$ cat src/rtl/intercal_alu_issue_if.sv
// Handshake and ALU bundle for the INTERCAL ALU issue/writeback stage.
// master: the environment (instruction source, result sink, ALU).
// slave:  the issue stage itself.
interface intercal_alu_issue_if #(
  parameter int REG_AW = 4
);
  logic              in_valid;
  logic              in_ready;
  logic [3:0]        in_op;
  logic [REG_AW-1:0] in_dst;
  logic [REG_AW-1:0] in_src_a;
  logic [REG_AW-1:0] in_src_b;
  logic              in_imm_en;
  logic [31:0]       in_imm;

  logic [3:0]        alu_s;
  logic [31:0]       alu_a;
  logic [31:0]       alu_b;
  logic [31:0]       alu_f;

  logic              out_valid;
  logic              out_ready;
  logic [31:0]       out_data;
  logic [REG_AW-1:0] out_dst;

  modport master (
    output in_valid, in_op, in_dst, in_src_a, in_src_b, in_imm_en, in_imm,
    output alu_f, out_ready,
    input  in_ready, alu_s, alu_a, alu_b, out_valid, out_data, out_dst
  );

  modport slave (
    input  in_valid, in_op, in_dst, in_src_a, in_src_b, in_imm_en, in_imm,
    input  alu_f, out_ready,
    output in_ready, alu_s, alu_a, alu_b, out_valid, out_data, out_dst
  );
endinterface

$ cat src/rtl/intercal_alu_issue.sv
// Issue/writeback stage around the combinational INTERCAL ALU.
// IDLE accepts an instruction and registers the ALU inputs, EXEC captures the
// ALU result into the register file and the output register, DONE holds the
// result until the consumer takes it.
// Optional feature macro: INTERCAL_ALU_ISSUE_BYPASS_EN -- when defined, DONE
// accepts the next instruction in the same cycle the result retires.
module intercal_alu_issue #(
  parameter int NREGS  = 16,
  parameter int REG_AW = 4
) (
  input  logic                clk,
  input  logic                rst_n,
  intercal_alu_issue_if.slave bus
);

  localparam int DATA_W = 32;

  typedef enum logic [1:0] {IDLE, EXEC, DONE} state_t;

  state_t              state_q, state_d;
  logic                in_ready;
  logic                accept;

  logic [3:0]          alu_s_q, alu_s_d;
  logic [DATA_W-1:0]   alu_a_q, alu_a_d;
  logic [DATA_W-1:0]   alu_b_q, alu_b_d;
  logic [REG_AW-1:0]   dst_q, dst_d;
  logic                out_valid_q, out_valid_d;
  logic [DATA_W-1:0]   out_data_q, out_data_d;
  logic [REG_AW-1:0]   out_dst_q, out_dst_d;
  logic [DATA_W-1:0]   rf_q [NREGS];
  logic [DATA_W-1:0]   rf_d [NREGS];

  logic [DATA_W-1:0]   opnd_a;
  logic [DATA_W-1:0]   opnd_b;

  // Indices at or above NREGS address no storage: reads give 0, writes vanish.
  function automatic logic in_range(input logic [REG_AW-1:0] idx);
    return int'(idx) < NREGS;
  endfunction

  // State and datapath registers; reset wipes everything including the file.
  always_ff @(posedge clk) begin
    if (!rst_n) begin
      state_q     <= IDLE;
      alu_s_q     <= '0;
      alu_a_q     <= '0;
      alu_b_q     <= '0;
      dst_q       <= '0;
      out_valid_q <= 1'b0;
      out_data_q  <= '0;
      out_dst_q   <= '0;
      for (int i = 0; i < NREGS; i++) begin
        rf_q[i] <= '0;
      end
    end else begin
      state_q     <= state_d;
      alu_s_q     <= alu_s_d;
      alu_a_q     <= alu_a_d;
      alu_b_q     <= alu_b_d;
      dst_q       <= dst_d;
      out_valid_q <= out_valid_d;
      out_data_q  <= out_data_d;
      out_dst_q   <= out_dst_d;
      rf_q        <= rf_d;
    end
  end

  // Next-state: accept in IDLE (or DONE with bypass), EXEC always lasts one cycle.
  always_comb begin
    state_d = state_q;
    case (state_q)
      IDLE: if (accept) state_d = EXEC;
      EXEC: state_d = DONE;
      DONE: if (bus.out_ready) state_d = accept ? EXEC : IDLE;
      default: state_d = IDLE;
    endcase
  end

  // FSM output: upstream ready, forced low while reset is asserted.
  always_comb begin
    in_ready = 1'b0;
    if (rst_n) begin
      case (state_q)
        IDLE: in_ready = 1'b1;
        DONE: begin
`ifdef INTERCAL_ALU_ISSUE_BYPASS_EN
          in_ready = bus.out_ready;
`else
          in_ready = 1'b0;
`endif
        end
        default: in_ready = 1'b0;
      endcase
    end
  end

  assign accept = bus.in_valid && in_ready;

  // Operand fetch from the register file; writeback has always landed by now.
  always_comb begin
    opnd_a = in_range(bus.in_src_a) ? rf_q[bus.in_src_a] : '0;
    if (bus.in_imm_en) begin
      opnd_b = bus.in_imm;
    end else begin
      opnd_b = in_range(bus.in_src_b) ? rf_q[bus.in_src_b] : '0;
    end
  end

  // Datapath next values: writeback in EXEC, retire in DONE, capture on accept.
  always_comb begin
    alu_s_d     = alu_s_q;
    alu_a_d     = alu_a_q;
    alu_b_d     = alu_b_q;
    dst_d       = dst_q;
    out_valid_d = out_valid_q;
    out_data_d  = out_data_q;
    out_dst_d   = out_dst_q;
    rf_d        = rf_q;

    if (state_q == EXEC) begin
      out_valid_d = 1'b1;
      out_data_d  = bus.alu_f;
      out_dst_d   = dst_q;
      if (in_range(dst_q)) begin
        rf_d[dst_q] = bus.alu_f;
      end
    end else if (state_q == DONE && bus.out_ready) begin
      out_valid_d = 1'b0;
    end

    if (accept) begin
      alu_s_d = bus.in_op;
      alu_a_d = opnd_a;
      alu_b_d = opnd_b;
      dst_d   = bus.in_dst;
    end
  end

  assign bus.in_ready  = in_ready;
  assign bus.alu_s     = alu_s_q;
  assign bus.alu_a     = alu_a_q;
  assign bus.alu_b     = alu_b_q;
  assign bus.out_valid = out_valid_q;
  assign bus.out_data  = out_data_q;
  assign bus.out_dst   = out_dst_q;

endmodule

$ cat src/flat_wrapper.sv
// flat-port wrapper written by rule: the top's interface ports become plain ports
module intercal_alu_issue_flat 
#(
  parameter int NREGS  = 16,
  parameter int REG_AW = 4
)
  (clk, rst_n, bus_in_valid, bus_in_op, bus_in_dst, bus_in_src_a, bus_in_src_b, bus_in_imm_en, bus_in_imm, bus_alu_f, bus_out_ready, bus_in_ready, bus_alu_s, bus_alu_a, bus_alu_b, bus_out_valid, bus_out_data, bus_out_dst);
  intercal_alu_issue_if #(.REG_AW(REG_AW)) bus_i ();
  input  logic clk;
  input  logic rst_n;
  input wire logic [$bits(bus_i.in_valid)-1:0] bus_in_valid;
  input wire logic [$bits(bus_i.in_op)-1:0] bus_in_op;
  input wire logic [$bits(bus_i.in_dst)-1:0] bus_in_dst;
  input wire logic [$bits(bus_i.in_src_a)-1:0] bus_in_src_a;
  input wire logic [$bits(bus_i.in_src_b)-1:0] bus_in_src_b;
  input wire logic [$bits(bus_i.in_imm_en)-1:0] bus_in_imm_en;
  input wire logic [$bits(bus_i.in_imm)-1:0] bus_in_imm;
  input wire logic [$bits(bus_i.alu_f)-1:0] bus_alu_f;
  input wire logic [$bits(bus_i.out_ready)-1:0] bus_out_ready;
  output wire logic [$bits(bus_i.in_ready)-1:0] bus_in_ready;
  output wire logic [$bits(bus_i.alu_s)-1:0] bus_alu_s;
  output wire logic [$bits(bus_i.alu_a)-1:0] bus_alu_a;
  output wire logic [$bits(bus_i.alu_b)-1:0] bus_alu_b;
  output wire logic [$bits(bus_i.out_valid)-1:0] bus_out_valid;
  output wire logic [$bits(bus_i.out_data)-1:0] bus_out_data;
  output wire logic [$bits(bus_i.out_dst)-1:0] bus_out_dst;
  assign bus_i.in_valid = bus_in_valid;
  assign bus_i.in_op = bus_in_op;
  assign bus_i.in_dst = bus_in_dst;
  assign bus_i.in_src_a = bus_in_src_a;
  assign bus_i.in_src_b = bus_in_src_b;
  assign bus_i.in_imm_en = bus_in_imm_en;
  assign bus_i.in_imm = bus_in_imm;
  assign bus_i.alu_f = bus_alu_f;
  assign bus_i.out_ready = bus_out_ready;
  assign bus_in_ready = bus_i.in_ready;
  assign bus_alu_s = bus_i.alu_s;
  assign bus_alu_a = bus_i.alu_a;
  assign bus_alu_b = bus_i.alu_b;
  assign bus_out_valid = bus_i.out_valid;
  assign bus_out_data = bus_i.out_data;
  assign bus_out_dst = bus_i.out_dst;
  intercal_alu_issue #(.NREGS(NREGS), .REG_AW(REG_AW)) u_core (.clk(clk), .rst_n(rst_n), .bus(bus_i));
endmodule
$ cat config.mk
export PLATFORM = sky130hd
export DESIGN_NAME = intercal_alu_issue_flat
export DESIGN_NICKNAME = d
export VERILOG_FILES = /design/src/rtl/intercal_alu_issue_if.sv /design/src/rtl/intercal_alu_issue.sv /design/src/flat_wrapper.sv
export SDC_FILE = /design/constraint.sdc
export NUM_CORES = 2
export LEC_CHECK = 0
export CAP_MARGIN = 25
export CORE_ASPECT_RATIO = 0.9
export CORE_MARGIN = 2
export CORE_UTILIZATION = 54
export CTS_CLUSTER_DIAMETER = 50
export DETAILED_ROUTE_END_ITERATION = 7
export PLACE_DENSITY = 0.83
export SYNTH_ARGS = -nofsm -noshare
export SYNTH_HDL_FRONTEND = slang
export SYNTH_SLANG_ARGS = --single-unit
$ cat constraint.sdc
create_clock -name clk -period 1.9 [get_ports clk]
set_input_delay 0.38 -clock clk [delete_from_list [all_inputs] [get_ports clk]]
set_output_delay 0.38 -clock clk [all_outputs]
set_load 0.05 [all_outputs]
==> qor.txt <==
status - completed
Pwr Total - 30.82 mW
Wirelength per Cell - 26.20 µm
Pleak - 13.03 nW
CP max stage cell - nor2_1
RSZ-0062 raised after global routing - true
htree depth - 3
vias in the first global route - 28,280
CTS Buffer Depth - 3
synth-to-layout area growth - 22.22%
cell area power density - 813.5 nW/µm²
final slew viol count - 0
Synth Flop Type - dfxtp_1
#FFs+latches synth - 623
I/O Buffers - 190
crit path launch type - primary input
ys async rst share - 0
hpwl dp - 68.80 mm
worst hold path type - primary input to register
Max stage delay on crit path - 0.67 ns
Die X - 256.6 µm
share of cells above drive strength 1 - 0.2122
die area - 59,340 µm²
gate count after technology mapping - 3,347
Worst Setup Slack, final - 0.002184 ns
syn_nets - 3,432
worst-path fanout max - 11
GRT Overall Usage - 0.3692
CP Buf/Inv Count - 2
TritonRoute pass-1 iters - 7
Final ANT Viol Nets - 0
skew final - 0.02946 ns
Slew Limit Headroom - 0.4254
clock root cell - clkbuf_16
# IOs - 191
cells along the critical path - clkdlybuf4s50_1 > buf_4 > nor2_1 > a22oi_1 > nand3_1 > a31oi_1
Initial Util - 0.5447
Required @ worst endpoint - 2.42 ns
DRC - 0
Core Box Area - 56,910 µm²
Hold Worst Slack - 0.2501 ns
Worst-path clk slew - 0.06 ns
Worst R2R Setup Slack - 0.04 ns
syn avg cell area - 9.262 µm²
Ys Warns - 0
worst-margin pin slew - 0.8588 ns
Post-synth EDFFs - 0
Max VDD drop - 0.0005931 V
Max-cap violations - 0
fin nets - 3,603
gpl congestion - 0.9197
CP Data Arrival Time - 2.42 ns
dominant cell type by area after synthesis - dfxtp_1
first-pass GRT wire length - 167.6 mm
Post-Syn Area - 31,000 µm²
Tmin final - 1.898 ns
post-layout util - 0.6658
most frequent cell after synthesis - nand2_1
CTS Sinks - 623
cts bufs inserted - 71
post-synthesis sequential area ratio - 0.4023
Yosys top cell area share - 0.4023
kind of critical path - primary input to register
crit-path leading delay family - buffers and inverters
Final Hold Fails - 0
num rows - 83
Setup Slack @ Placement - -0.3996 ns
setup_tns - 0 ns
DR vias - 28,960
most frequent cells after synthesis - 1,152 x nand2_1, 623 x dfxtp_1, 463 x a21boi_0
Worst-Skew Late Latency - 0.64 ns
CTS tree - done
chip height - 231.3 µm
f_max - 526.9 MHz
Synth area leaders - dfxtp_1 40%, mux4_2 15%, nand2_1 14%, a21boi_0 11%, clkbuf_1 2.6%
library cells used by synthesis - 48
grt total ovfl - 0
vias per cell - 6.672
number of DRC markers in iteration 0 - 4,907
crit share post-route - 0.9989
hold_buf cts - 0
Final Setup Violations - 0
pin count of the biggest net entering global routing - 124
routed wire length - 113.7 mm
CP Capture Type - register
initial antenna violation count - 3
[path summary, 6_finish.rpt]
path	start	endpoint	depth (start not counted)
worst min register to register	u_core.bus.alu_s[1]	u_core.bus.alu_s[1]	2
worst min-delay path	rst_n	u_core.rf_q[423]	3
worst max-delay path	bus_in_src_b[3]	u_core.bus.alu_b[25]	6
worst max register to register	u_core.dst_q[0]	u_core.rf_q[211]	6
[cells by family (layout without fill, tap and decap cells)]
logic type,count (synthesis),after routing,share of synthesized area
mux,310,310,0.1918
simple gates,1227,1227,0.1558
flops,623,623,0.4023
other cells,0,3,0
buf+inv,357,582,0.05445
compound gates,830,830,0.1956
[routing by layer]
layer | part of all wire | vias up | global-route usage
li1 | - | 12030 | -
met1 | 0.35 | 13730 | 0.4822
met2 | 0.43 | 2625 | 0.5423
met3 | 0.16 | 568 | 0.1202
met4 | 0.058 | 4 | 0.2042
met5 | 0.00020 | - | 0
[worst reg2reg max path, cell delays in order (launching register included)]
cell      delay (ns)
dfxtp_1         0.49
buf_4           0.27
nand2b_1        0.21
nor2_4          0.18
buf_12          0.29
nand2_1         0.11
a21boi_0        0.24
[cells in the final DEF, fill, tap and decap left out, types with 4 or more instances in the layout]
master,n
clkinv_8,4
clkbuf_1,11
mux4_2,213
a221oi_1,37
buf_12,105
nor2_4,10
a22oi_1,74
nor2_1,4
a21oi_1,60
bufinv_16,6
nor2b_1,4
clkbuf_16,74
a21boi_1,105
a31o_1,24
a21boi_0,451
dfxtp_1,620
mux4_1,9
mux2i_1,74
nand2_1,1151
mux2_2,13
o211ai_1,13
a31o_2,8
clkdlybuf4s50_1,78
clkinv_2,10
buf_6,5
and2_2,4
nand3b_1,14
nand3_1,5
o21ai_0,28
dlygate4sd2_1,9
inv_6,7
clkbuf_8,16
buf_4,246
a31oi_1,28
[cell type report]
type                            count  area [µm²]
Timing Repair Buffer              453        5022
Tap cell                          765       957.2
Clock buffer                       96        2011
Antenna cell                        3       7.507
Clock inverter                     31       396.6
Multi-Input combinational cell   2367       17010
Sequential cell                   623       12480
Inverter                            2       7.507
Fill cell                        4174       19020
[timing repair]
action | CTS | global route
endpoints found under the setup margin | 12 | 18
buffers inserted | 2 | 5
pin swaps | 1 | 4
resized for setup | 15 | 20
cloned | 0 | 4
[through the flow]
| step | std cells | area, µm² |
|---|---|---|
| after floorplan | 3347 | 31020 |
| after global placement | 4200 | 35310 |
| after detailed placement | 4200 | 35310 |
| after CTS | 4328 | 37720 |
| after global routing | 4337 | 37880 |
| final | 4340 | 37890 |
[power breakdown]
group / leakage [nW] / switching [mW] / internal, mW / total (mW)
Sequential: 5.03 / 0.149 / 13.2 / 13.4
Combinational: 6.80 / 1.94 / 1.33 / 3.27
Clock: 1.19 / 5.83 / 8.34 / 14.2
Total: 13.0 / 7.92 / 22.9 / 30.8
[registers in the layout, summed over array words and instances, names as in the netlist]
signal                flops
u_core.bus.alu_a         32
u_core.bus.alu_b         32
u_core.bus.alu_s          4
u_core.bus.out_data      32
u_core.bus.out_dst        4
u_core.bus.out_valid      1
u_core.dst_q              4
u_core.rf_q             512
u_core.state_q            2
Note: power is estimated with default switching activity, not from simulation.
